## config.mk

```make
export PLATFORM = sky130hd
export DESIGN_NAME = rv32i_instr_encoder
export DESIGN_NICKNAME = d
export VERILOG_FILES = /design/src/rtl/rv32i_instr_encoder.sv
export SDC_FILE = /design/constraint.sdc
export NUM_CORES = 1
export LEC_CHECK = 0
export CELL_PAD_IN_SITES_DETAIL_PLACEMENT = 1
export CELL_PAD_IN_SITES_GLOBAL_PLACEMENT = 2
export CORE_ASPECT_RATIO = 2
export CORE_UTILIZATION = 36
export CTS_BUF_LIST = sky130_fd_sc_hd__clkbuf_8 sky130_fd_sc_hd__clkbuf_16
export DETAILED_ROUTE_END_ITERATION = 6
export GPL_ROUTABILITY_DRIVEN = 0
export PLACE_DENSITY_LB_ADDON = 0.1
export SETUP_SLACK_MARGIN = 0.1
export SLEW_MARGIN = 15
export SYNTH_ARGS = -nofsm -noshare
export SYNTH_HDL_FRONTEND = slang
export SYNTH_SLANG_ARGS = --single-unit
```

## constraint.sdc

```tcl
create_clock -name clk -period 4.51 [get_ports clk]
set_input_delay 0.902 -clock clk [delete_from_list [all_inputs] [get_ports clk]]
set_output_delay 0.902 -clock clk [all_outputs]
set_load 0.02 [all_outputs]
```

## src/rtl/rv32i_instr_encoder.sv

```systemverilog
// Symbolic RV32I request encoder and sequential instruction-memory loader.
// Requests are encoded on acceptance, queued in a small FIFO, and written out through a register.
module rv32i_instr_encoder #(
   parameter int unsigned ADDR_W = 10,
   parameter int unsigned DEPTH  = 4
) (
   input  logic              clk,
   input  logic              rst,
   input  logic              start,
   input  logic [ADDR_W-1:0] base_addr,
   input  logic              req_valid,
   output logic              req_ready,
   input  logic [2:0]        req_class,
   input  logic [2:0]        req_funct3,
   input  logic              req_alt,
   input  logic [4:0]        req_rd,
   input  logic [4:0]        req_rs1,
   input  logic [4:0]        req_rs2,
   input  logic [31:0]       req_imm,
   input  logic              req_last,
   output logic              imem_we,
   input  logic              imem_ready,
   output logic [ADDR_W-1:0] imem_addr,
   output logic [31:0]       imem_wdata,
   output logic              busy,
   output logic              done,
   output logic              err,
   output logic [ADDR_W:0]   count
);

   localparam int unsigned PW = $clog2(DEPTH);
   localparam logic [PW:0]     PtrOne   = (PW+1)'(1);
   localparam logic [ADDR_W-1:0] AddrOne = ADDR_W'(1);
   localparam logic [ADDR_W:0]   CntOne  = (ADDR_W+1)'(1);

   typedef enum logic [1:0] {StIdle, StRun, StDrain, StDone} state_e;

   state_e            state_q, state_d;
   logic [31:0]       fifo_mem [DEPTH];
   logic [PW:0]       fifo_wr_q, fifo_rd_q;
   logic              fifo_empty, fifo_full;
   logic              out_valid_q;
   logic [31:0]       out_data_q;
   logic [ADDR_W-1:0] wptr_q;
   logic [ADDR_W:0]   count_q;
   logic              err_q;

   logic              accept, push, pop, ack, drop;
   logic [31:0]       enc;
   logic              fits_i, fits_b, fits_j, fits_sh, is_shift;

   assign fifo_empty = (fifo_wr_q == fifo_rd_q);
   assign fifo_full  = (fifo_wr_q[PW] != fifo_rd_q[PW]) &&
                       (fifo_wr_q[PW-1:0] == fifo_rd_q[PW-1:0]);

   assign req_ready = (state_q == StRun) && !fifo_full;
   assign accept    = req_valid && req_ready;
   assign push      = accept && !drop;
   assign ack       = out_valid_q && imem_ready;
   assign pop       = !fifo_empty && (!out_valid_q || imem_ready);

   // Sign-extension checks: the bits above each field's MSB must all match it.
   assign fits_i   = (&req_imm[31:11]) || !(|req_imm[31:11]);
   assign fits_b   = ((&req_imm[31:12]) || !(|req_imm[31:12])) && !req_imm[0];
   assign fits_j   = ((&req_imm[31:20]) || !(|req_imm[31:20])) && !req_imm[0];
   assign fits_sh  = !(|req_imm[31:5]);
   assign is_shift = (req_funct3 == 3'b001) || (req_funct3 == 3'b101);

   always_comb begin
      enc  = '0;
      drop = 1'b0;
      case (req_class)
         3'd0: begin
            enc  = {req_imm[11:0], req_rs1, req_funct3, req_rd, 7'b0000011};
            drop = !fits_i;
         end
         3'd1: begin
            enc  = {req_imm[11:5], req_rs2, req_rs1, req_funct3, req_imm[4:0], 7'b0100011};
            drop = !fits_i;
         end
         3'd2: begin
            enc = {1'b0, req_alt, 5'b00000, req_rs2, req_rs1, req_funct3, req_rd, 7'b0110011};
         end
         3'd3: begin
            enc  = {req_imm[12], req_imm[10:5], req_rs2, req_rs1, req_funct3,
                    req_imm[4:1], req_imm[11], 7'b1100011};
            drop = !fits_b;
         end
         3'd4: begin
            if (is_shift) begin
               enc  = {1'b0, req_alt, 5'b00000, req_imm[4:0], req_rs1, req_funct3, req_rd,
                       7'b0010011};
               drop = !fits_sh;
            end else begin
               enc  = {req_imm[11:0], req_rs1, req_funct3, req_rd, 7'b0010011};
               drop = !fits_i;
            end
         end
         3'd5: begin
            enc  = {req_imm[20], req_imm[10:1], req_imm[11], req_imm[19:12], req_rd, 7'b1101111};
            drop = !fits_j;
         end
         3'd6: begin
            enc = {req_imm[31:12], req_rd, 7'b0110111};
         end
         default: begin
            drop = 1'b1;
         end
      endcase
   end

   always_comb begin
      state_d = state_q;
      case (state_q)
         StIdle:  if (start) state_d = StRun;
         StRun:   if (accept && req_last) state_d = StDrain;
         StDrain: if (fifo_empty && !out_valid_q) state_d = StDone;
         StDone:  state_d = StIdle;
         default: state_d = StIdle;
      endcase
   end

   always_ff @(posedge clk) begin
      if (push) begin
         fifo_mem[fifo_wr_q[PW-1:0]] <= enc;
      end
   end

   always_ff @(posedge clk) begin
      if (rst) begin
         state_q     <= StIdle;
         fifo_wr_q   <= '0;
         fifo_rd_q   <= '0;
         out_valid_q <= 1'b0;
         out_data_q  <= '0;
         wptr_q      <= '0;
         count_q     <= '0;
         err_q       <= 1'b0;
      end else begin
         state_q <= state_d;
         if (push) fifo_wr_q <= fifo_wr_q + PtrOne;
         if (pop) begin
            fifo_rd_q   <= fifo_rd_q + PtrOne;
            out_valid_q <= 1'b1;
            out_data_q  <= fifo_mem[fifo_rd_q[PW-1:0]];
         end else if (ack) begin
            out_valid_q <= 1'b0;
         end
         if (state_q == StIdle && start) begin
            wptr_q  <= base_addr;
            count_q <= '0;
            err_q   <= 1'b0;
         end else begin
            if (ack) begin
               wptr_q <= wptr_q + AddrOne;
               if (count_q != '1) count_q <= count_q + CntOne;
            end
            if (accept && drop) err_q <= 1'b1;
         end
      end
   end

   assign imem_we    = out_valid_q;
   assign imem_addr  = wptr_q;
   assign imem_wdata = out_data_q;
   assign busy       = (state_q != StIdle);
   assign done       = (state_q == StDone);
   assign err        = err_q;
   assign count      = count_q;

endmodule

```

=== Word-level counts from Yosys, hierarchy flattened ===
Memory sizes are Yosys's and may differ from the RTL's. A register that Yosys moved wholly into a read port is not among the register bits.
Index checks and enable logic that the tools add are counted.

* Bits in registers: 31
* ROM bits: 0
* Bits in writable memories: 128
* Memories kept: 1
* Bits in latches: 0

{| class="wikitable"
|+ Memories
! name !! depth !! width !! read ports !! clocked after Yosys merged registers in !! wr ports !! RTL line !! source
|-
| fifo_mem || 4 || 32 || 1 || 1 || 1 || 39 || <nowiki>logic [31:0] fifo_mem [DEPTH];</nowiki>
|}

* Equality and inequality tests: 18
* $mul: 0
* $add $sub $neg: 4
* Divide/modulo/power cells: 0
* Bitwise logic cells: 0
* Reductions and logical operators: 45
* $lt $le $gt $ge: 0
* Shift operators: 0
* Muxes and demuxes: 14

{| class="wikitable"
|+ Operators with widths
! kind !! count
|-
| 32-bit one-hot mux with 7 select lines || 1
|-
| 32-bit two-way mux || 1
|-
| 27-bit OR reduction || 1
|-
| 21-bit AND reduction || 1
|-
| 21-bit OR reduction || 1
|-
| 10-bit two-way mux || 2
|-
| 20-bit AND reduction || 1
|-
| 20-bit OR reduction || 1
|-
| 3-bit == test, second input constant || 4
|-
| 1-bit logical AND || 12
|-
| 12-bit AND reduction || 1
|-
| 12-bit OR reduction || 1
|-
| 11-bit by 1-bit adder with 11-bit output, second input constant || 1
|-
| 1-bit logical NOT || 11
|-
| 11-bit != test, second input constant || 1
|-
| 10-bit by 1-bit adder with 10-bit output, second input constant || 1
|-
| 2-bit one-hot mux with 4 select lines || 1
|-
| 3-bit by 1-bit adder with 3-bit output, second input constant || 2
|-
| 3-bit by 1-bit == test with 1-bit output, second input constant || 2
|-
| 3-bit by 2-bit == test with 1-bit output, second input constant || 2
|-
| 2-bit two-way mux || 3
|-
| 2-bit nonzero test || 3
|-
| 2-bit OR reduction || 3
|-
| 1-bit logical OR || 5
|-
| other kinds (13) || 19
|}

=== Depth between registers and ports, before layout ===
Gate-level depths: netlist of run 1.

* Depth after elaboration: 10
* Depth in mapped cells: 8
* Depth with buffers taken out: 8

=== Worst setup path after synthesis of run 1 ===
No wires, ideal clock.

* Path type: input-to-reg
* From: input port req_imm[24]
* To: register fifo_wr_q[2]
* Buffers on the path: 0
* Slack: 1079 ps
* Setup time: 123 ps
* Arrival: 3308 ps
* Required time: 4387 ps
* Stages on the path: 6
* Cells stage by stage: nor4_1 nand3_2 nor3_1 o22ai_2 nor4b_4 mux2_1

* Cells in the longest elaborated chain, start to end: 8

{| class="wikitable"
|+ RTL lines
! element !! RTL line !! source
|-
| start: declaration || 19 || <nowiki>input logic [31:0] req_imm,</nowiki>
|-
| 21-bit OR reduction, or another cell as far along || 63 || <nowiki>assign fits_i = (&req_imm[31:11]) || !(|req_imm[31:11]);</nowiki>
|-
| 1-bit logical NOT (on tied branches) || 63, 64, 65 ||
|-
| 1-bit logical OR (on tied branches) || 63, 64, 65 ||
|-
| 1-bit logical NOT, or another cell as far along || 75, 79, 96 ||
|-
| 1-bit two-way mux, or another cell as far along || 90 || <nowiki>if (is_shift) begin</nowiki>
|-
| 1-bit one-hot mux with 5 select lines (*) || 72 || <nowiki>case (req_class)</nowiki>
|-
| 1-bit logical NOT (*) || 58 || <nowiki>assign push = accept && !drop;</nowiki>
|-
| 1-bit logical AND (*) || 58 ||
|-
| end signal: assignment || 141 || <nowiki>if (push) fifo_wr_q <= fifo_wr_q + PtrOne;</nowiki>
|-
| end: declaration || 40 || <nowiki>logic [PW:0] fifo_wr_q, fifo_rd_q;</nowiki>
|}

Every way passes the cells marked *; elsewhere a longest branch is shown, timed or not.
A chain may end at the register's enable or synchronous reset.

=== Worst setup path after layout of run 1 ===
* From: input port req_class[1]
* To: memory fifo_mem[2][28], enable pin

* Cells in the longest elaborated chain, start to end: 7

{| class="wikitable"
|+ RTL lines
! element !! RTL line !! source
|-
| start: declaration || 13 || <nowiki>input logic [2:0] req_class,</nowiki>
|-
| 3-bit == test, or another cell as far along || 72 ||
|-
| 2-bit OR reduction (no line) || n/a ||
|-
| 1-bit one-hot mux with 5 select lines (*) || 72 ||
|-
| 1-bit logical NOT (*) || 58 ||
|-
| 1-bit logical AND (*) || 58 ||
|-
| 1-bit two-way mux (*) || 124 || <nowiki>if (push) begin</nowiki>
|-
| 1-bit two-way mux (implied by the code) (*) || 125 || <nowiki>fifo_mem[fifo_wr_q[PW-1:0]] <= enc;</nowiki>
|-
| end: declaration || 39 ||
|}

Marks and branches as above.

==> results.json, run 1 <==
{
  "status": "completed",
  "highest_layer": "met4",
  "ios": 128,
  "design_area_um2": 10200,
  "vias": 5356,
  "clock_skew_ns": 0.00992,
  "cts_tree": "yes",
  "pwr_density_cell_nw_per_um2": 498,
  "ys.warnings.count": 0,
  "path_max_fanout": 19,
  "grt_overflow": 0,
  "synth_area_per_cell_um2": 13.1,
  "syn_area_um2": 7900,
  "hpwl_um": 15400,
  "p_int_mw": 3.62,
  "drive_gt1_share_pct": 12.9,
  "startpoint_type": "input pin",
  "fmax_mhz": 312,
  "io_buffers": 127,
  "reg2reg_to": "fifo_mem[2][28]",
  "clkTransAtPathRegs_ns": 0.07,
  "async_reset_ff_share_pct": 0,
  "whs_path_depth": 2,
  "areaGrowthSynthToFinish_pct": 29.0,
  "most-common-layout-cells": "clkdlybuf4s50_1 (126), edfxtp_1 (124), nand2_1 (89)",
  "max_stage_delay_ns": 0.90,
  "synth_edf_count": 124,
  "synth_area_leaders": "edfxtp_1 (47%), dfxtp_1 (16%), mux4_2 (8.8%)",
  "cts_hold_buf": 0,
  "worst_pin_slew_ns": 0.795,
  "hold_viol_final": 0,
  "cp_slowest_cell": "clkdlybuf4s50_1",
  "p_leak_nw": 3.42,
  "hold_class": "register to register",
  "die_h_um": 211,
  "synth_top_area_cell": "edfxtp_1",
  "drt_iter0_drc": 262,
  "cts.sink_count": 186,
  "grt_pass1_wl_um": 32200,
  "synth_top_area_share_pct": 47.2,
  "place_area_um2": 9490,
  "dieArea_um2": 22600,
  "synthDistinctLibCells": 52,
  "syn_nets": 683,
  "swShare_pct": 28.7,
  "arrival_ns": 3.32,
  "rsz0062_at_grt": "no",
  "cts_setup_buffers": 0,
  "power_switching_mw": 1.45,
  "drt-met1-wl_um": 7470,
  "endpoint_kind": "register",
  "cts_max_path_buffers": 2,
  "p_comb_share_pct": 24.5,
  "chipWidth_um": 107,
  "period_share_pct": 71.0,
  "num_rows": 76,
  "cts_max_level": 4,
  "final_common_cell": "clkdlybuf4s50_1",
  "ys_seq_area_share_pct": 62.9,
  "cp.depth": 7,
  "grt_pass1_vias": 5786,
  "diodes": 0,
  "setup_viol_count_final": 0,
  "cp.buffers_inverters": 2,
  "grt_usage_pct": 19.7,
  "drt-pass1-iter-count": 4,
  "ff2ff_setup_slack_ns": 1.98,
  "coreArea_um2": 21500,
  "drv_cap": 0,
  "grt_max_degree": 38,
  "cts_resized": 0,
  "start_util_pct": 36.7,
  "wire_per_inst_um": 20.8,
  "seqPwrFrac_pct": 41.6,
  "root_buffer": "clkbuf_16",
  "drt-total-wl_um": 21100,
  "p_clk_share_pct": 33.9,
  "synthFlopType": "edfxtp_1",
  "crit_type": "input pin to register",
  "avgViaCountPerCell": 5.28,
  "clock_latency_ns": 0.44,
  "fin_tns_setup_ns": 0,
  "met3RoutedLength_um": 811,
  "numCtsBuffers": 17,
  "ys_ff_latch": 186,
  "worst_slew_margin_rel_pct": 46.6,
  "wl_met2_um": 12200,
  "peakVddDrop_mv": 0.264,
  "crit_required_ns": 4.63,
  "period_needed_ns": 3.20,
  "drv_slew": 0,
  "crit_chain": "clkdlybuf4s50_1 -> nor2_1 -> nand3_1 -> o22ai_2 -> nor3_2 -> and2_1 -> buf_4",
  "reg2regPathDepth": 6,
  "cp-endpoint": "fifo_mem[2][28]",
  "ant_nets": 0,
  "nFillCells": 2280,
  "rr_startpoint": "fifo_rd_q[1]",
  "cp_top_family": "buffers and inverters",
  "totalPowerFinal_mw": 5.07,
  "syn_inst": 601,
  "cp-startpoint": "req_class[1]",
  "layout.nets": 811,
  "antenna_found_initial": 0,
  "drc": 0
}
==> worst min-delay path by stage <==
stage                     endpoint      startpoint  slack [ns]
CTS                 imem_wdata[13]  imem_wdata[13]        0.46
detailed placement  imem_wdata[13]  imem_wdata[13]        0.45
global route        imem_wdata[18]  imem_wdata[18]        0.47
finish              imem_wdata[20]  imem_wdata[20]        0.46
floorplan               state_q[0]      state_q[0]        0.47
global placement    imem_wdata[28]  imem_wdata[28]        0.44
==> stage by stage <==
stage	instances	hold WS [ns]	setup WS [ns]	utilization (%)
floorplan	601	0.466	1.08	-
global route	1015	0.470	1.17	47.4
CTS	1015	0.462	1.31	47.4
finish	1015	0.458	1.31	47.4
global placement	983	0.441	1.01	44.2
detailed placement	983	0.452	0.842	44.2
==> metal layers <==
| layer | track usage (%) | vias to the layer above |
|---|---|---|
| li1 | - | 2488 |
| met1 | 19.3 | 2669 |
| met2 | 38.2 | 161 |
| met3 | 3.82 | 38 |
| met4 | 9.45 | 0 |
| met5 | 0 | - |
==> cells in the mapped netlist (8+ instances only) <==
master and instances:
a21oi_1 41, ha_1 12, mux4_2 31, and2_1 8, dfxtp_1 62, nor2_1 36, a22o_1 18, xnor2_1 8
xor2_1 18, nand3_1 9, and3_1 9, buf_2 9, a211oi_1 9, clkbuf_1 22, o21ai_0 10, edfxtp_1 124
nand2_1 89, nor2b_1 9
==> cell families (layout without fill, tap and decap cells) <==
family                     after synthesis  count (layout)  share of synthesized area [%]
muxes                                   36              36                           9.52
AOI/OAI and AO/OA                      105             105                           8.89
and+or+nand+nor                        192             192                           11.6
DFF                                    186             186                           62.9
xor gates and xnor gates                26              26                           2.88
adders and majority gates               12              12                           1.90
buffers and inverters                   44             185                           2.33
==> worst reg2reg max path, cell delays in order (launching register included) <==
cell	delay [ns]
dfxtp_1	0.71
xnor2_1	0.24
a31oi_4	0.28
o21ai_2	0.13
nor3_2	0.32
and2_1	0.22
buf_4	0.30
==> final cells by class <==
type / count / area (µm²) / share of cell area [%]
clock buffers: 20 / 489 / 4.80
repair buffers: 144 / 1410 / 13.8
well taps: 273 / 342 / 3.35
flip-flops and latches: 186 / 4970 / 48.8
multi-input cells: 371 / 2750 / 27.0
clock inverters: 12 / 203 / 1.99
inverters: 9 / 33.8 / 0.332
==> registers in the layout, summed over array words and instances, names as in the netlist <==
| signal | cells |
|---|---|
| imem_we | 1 |
| err | 1 |
| imem_addr | 10 |
| fifo_mem | 124 |
| fifo_wr_q | 3 |
| count | 11 |
| fifo_rd_q | 3 |
| imem_wdata | 31 |
| state_q | 2 |
==> power groups by stage <==
stage / sequential, mW / combinational [mW] / clock, mW
after floorplan: 2.27 / 0.583 / 0
after global placement: 2.14 / 1.24 / 0
after detailed placement: 2.15 / 1.27 / 0
after CTS: 2.12 / 1.27 / 1.76
after global routing: 2.13 / 1.36 / 1.83
final: 2.11 / 1.24 / 1.72
Note: power is estimated with default switching activity, not from simulation.
==> run 2, diff against run 1 <==
Clock period 4.51 ns to 3.3 ns, I/O delays scaled along.
==> results.json, run 2 (same netlist as run 1, synthesis figures left out) <==
{
  "status": "completed",
  "grt_max_degree": 33,
  "hpwl_um": 16500,
  "fmax_mhz": 347,
  "cts.sink_count": 186,
  "cts_max_level": 4,
  "rsz0062_at_grt": "no",
  "numCtsBuffers": 17,
  "drv_slew": 0,
  "cp-startpoint": "fifo_rd_q[1]",
  "clkTransAtPathRegs_ns": 0.06,
  "cp_slowest_cell": "dfxtp_1",
  "largest_reg_flops": 124,
  "start_util_pct": 36.7,
  "worst_slew_margin_rel_pct": 38.7,
  "drive_gt1_share_pct": 14.8,
  "drc": 0,
  "most-common-layout-cells": "clkdlybuf4s50_1 (126), edfxtp_1 (124), nand2_1 (89)",
  "vias": 5413,
  "wire_per_inst_um": 20.7,
  "setup_viol_count_final": 0,
  "grt_usage_pct": 20.1,
  "grt_pass1_wl_um": 32800,
  "areaGrowthSynthToFinish_pct": 30.4,
  "crit_required_ns": 2.64,
  "dp_cells": 1002,
  "post-route-util_pct": 47.9,
  "cts_setup_buffers": 0,
  "p_leak_nw": 3.50,
  "cts_resized": 0,
  "rr_startpoint": "fifo_rd_q[1]",
  "clock_skew_ns": 0.00763,
  "antenna_found_initial": 0,
  "grt_pass1_vias": 5957,
  "layout.nets": 830,
  "root_buffer": "clkbuf_16",
  "diodes": 0,
  "hold_class": "register to register",
  "drt-total-wl_um": 21400,
  "endpoint_kind": "primary output",
  "period_needed_ns": 2.88,
  "whs_path_depth": 2,
  "period_share_pct": 87.2,
  "die_h_um": 211,
  "avgViaCountPerCell": 5.24,
  "ios": 128,
  "cts_max_path_buffers": 2,
  "drv_cap": 0,
  "path_max_fanout": 12,
  "worst_pin_slew_ns": 0.919,
  "coreArea_um2": 21500,
  "arrival_ns": 2.22,
  "final_common_cell": "clkdlybuf4s50_1",
  "hold_viol_final": 0,
  "num_rows": 76,
  "clock_latency_ns": 0.44,
  "grt_overflow": 0,
  "peakVddDrop_mv": 0.337,
  "cts_hold_buf": 0,
  "fin_cells": 1034,
  "max_stage_delay_ns": 0.67,
  "drt-pass1-iter-count": 4,
  "crit_type": "register to primary output",
  "ant_nets": 0,
  "fin_tns_setup_ns": 0,
  "min_from": "imem_wdata[16]",
  "cts_tree": "yes",
  "io_buffers": 127,
  "dieArea_um2": 22600,
  "reg2regPathDepth": 6,
  "chipWidth_um": 107,
  "startpoint_type": "register",
  "crit_chain": "xnor2_1 -> a31oi_1 -> clkdlybuf4s50_1",
  "drt_iter0_drc": 244,
  "pwr_density_cell_nw_per_um2": 658
}
-- run 2: cell types whose count changed in the layout (fill, tap and decap cells not counted), moves of 2 or more --
cell	previous run	this run
buf_12	1	4
buf_4	16	32
bufinv_16	5	3
clkbuf_16	19	17
clkbuf_8	1	3
clkinv_2	2	0
inv_6	3	5
-- run 2: stage by stage --
step / total power [mW] / worst slack (ns) / area (µm²) / hold WS (ns)
2_1_floorplan: 3.90 / 0.111 / 7900 / 0.466
3_3_place_gp: 4.67 / -0.0200 / 9670 / 0.442
3_5_place_dp: 4.71 / -0.0212 / 9670 / 0.451
4_1_cts: 6.88 / 0.377 / 10300 / 0.461
5_1_grt: 7.10 / 0.309 / 10300 / 0.475
6_report: 6.77 / 0.421 / 10300 / 0.456
-- run 2: path summary, 6_finish.rpt --
path,endpoint,slack (ns)
min reg2reg,imem_wdata[16],0.46
max,req_ready,0.42
min,imem_wdata[16],0.46
max reg2reg,fifo_mem[2][1],0.84
-- run 2: critical path: cells and delay by family (launching register included) --
| kind | cells | cell delay, ns |
|---|---|---|
| XOR/XNOR | 1 | 0.23 |
| AO/OA/AOI/OAI | 1 | 0.23 |
| buffers and inverters | 1 | 0.64 |
| flip-flops | 1 | 0.67 |
-- run 2: metal layers --
layer	share of wire [%]	routed length, µm	global-route usage, %
met3	3.7	796	3.94
met4	3.7	795	10.0
met5	0	0	0
met1	36	7710	19.9
met2	57	12100	38.7
-- run 2: power breakdown --
group	switching, mW	internal, mW	total, mW
Combinational	0.954	0.799	1.75
Sequential	0.152	2.72	2.87
Clock	0.889	1.26	2.15
Total	1.99	4.78	6.77
-- run 2: final cells by class --
| type | instances | area [µm²] |
|---|---|---|
| Tap cell | 273 | 342 |
| Multi-Input combinational cell | 371 | 2750 |
| Sequential cell | 186 | 4970 |
| Clock inverter | 12 | 158 |
| Fill cell | 2254 | 11200 |
| Timing Repair Buffer | 163 | 1590 |
| Clock buffer | 20 | 467 |
| Inverter | 9 | 33.8 |
==> run 3, diff against run 2 <==
Settings changed: SKIP_LAST_GASP from default to 1.
==> results of run 3 <==
The final DEF is identical to that of run 2; final timing and power are the same.
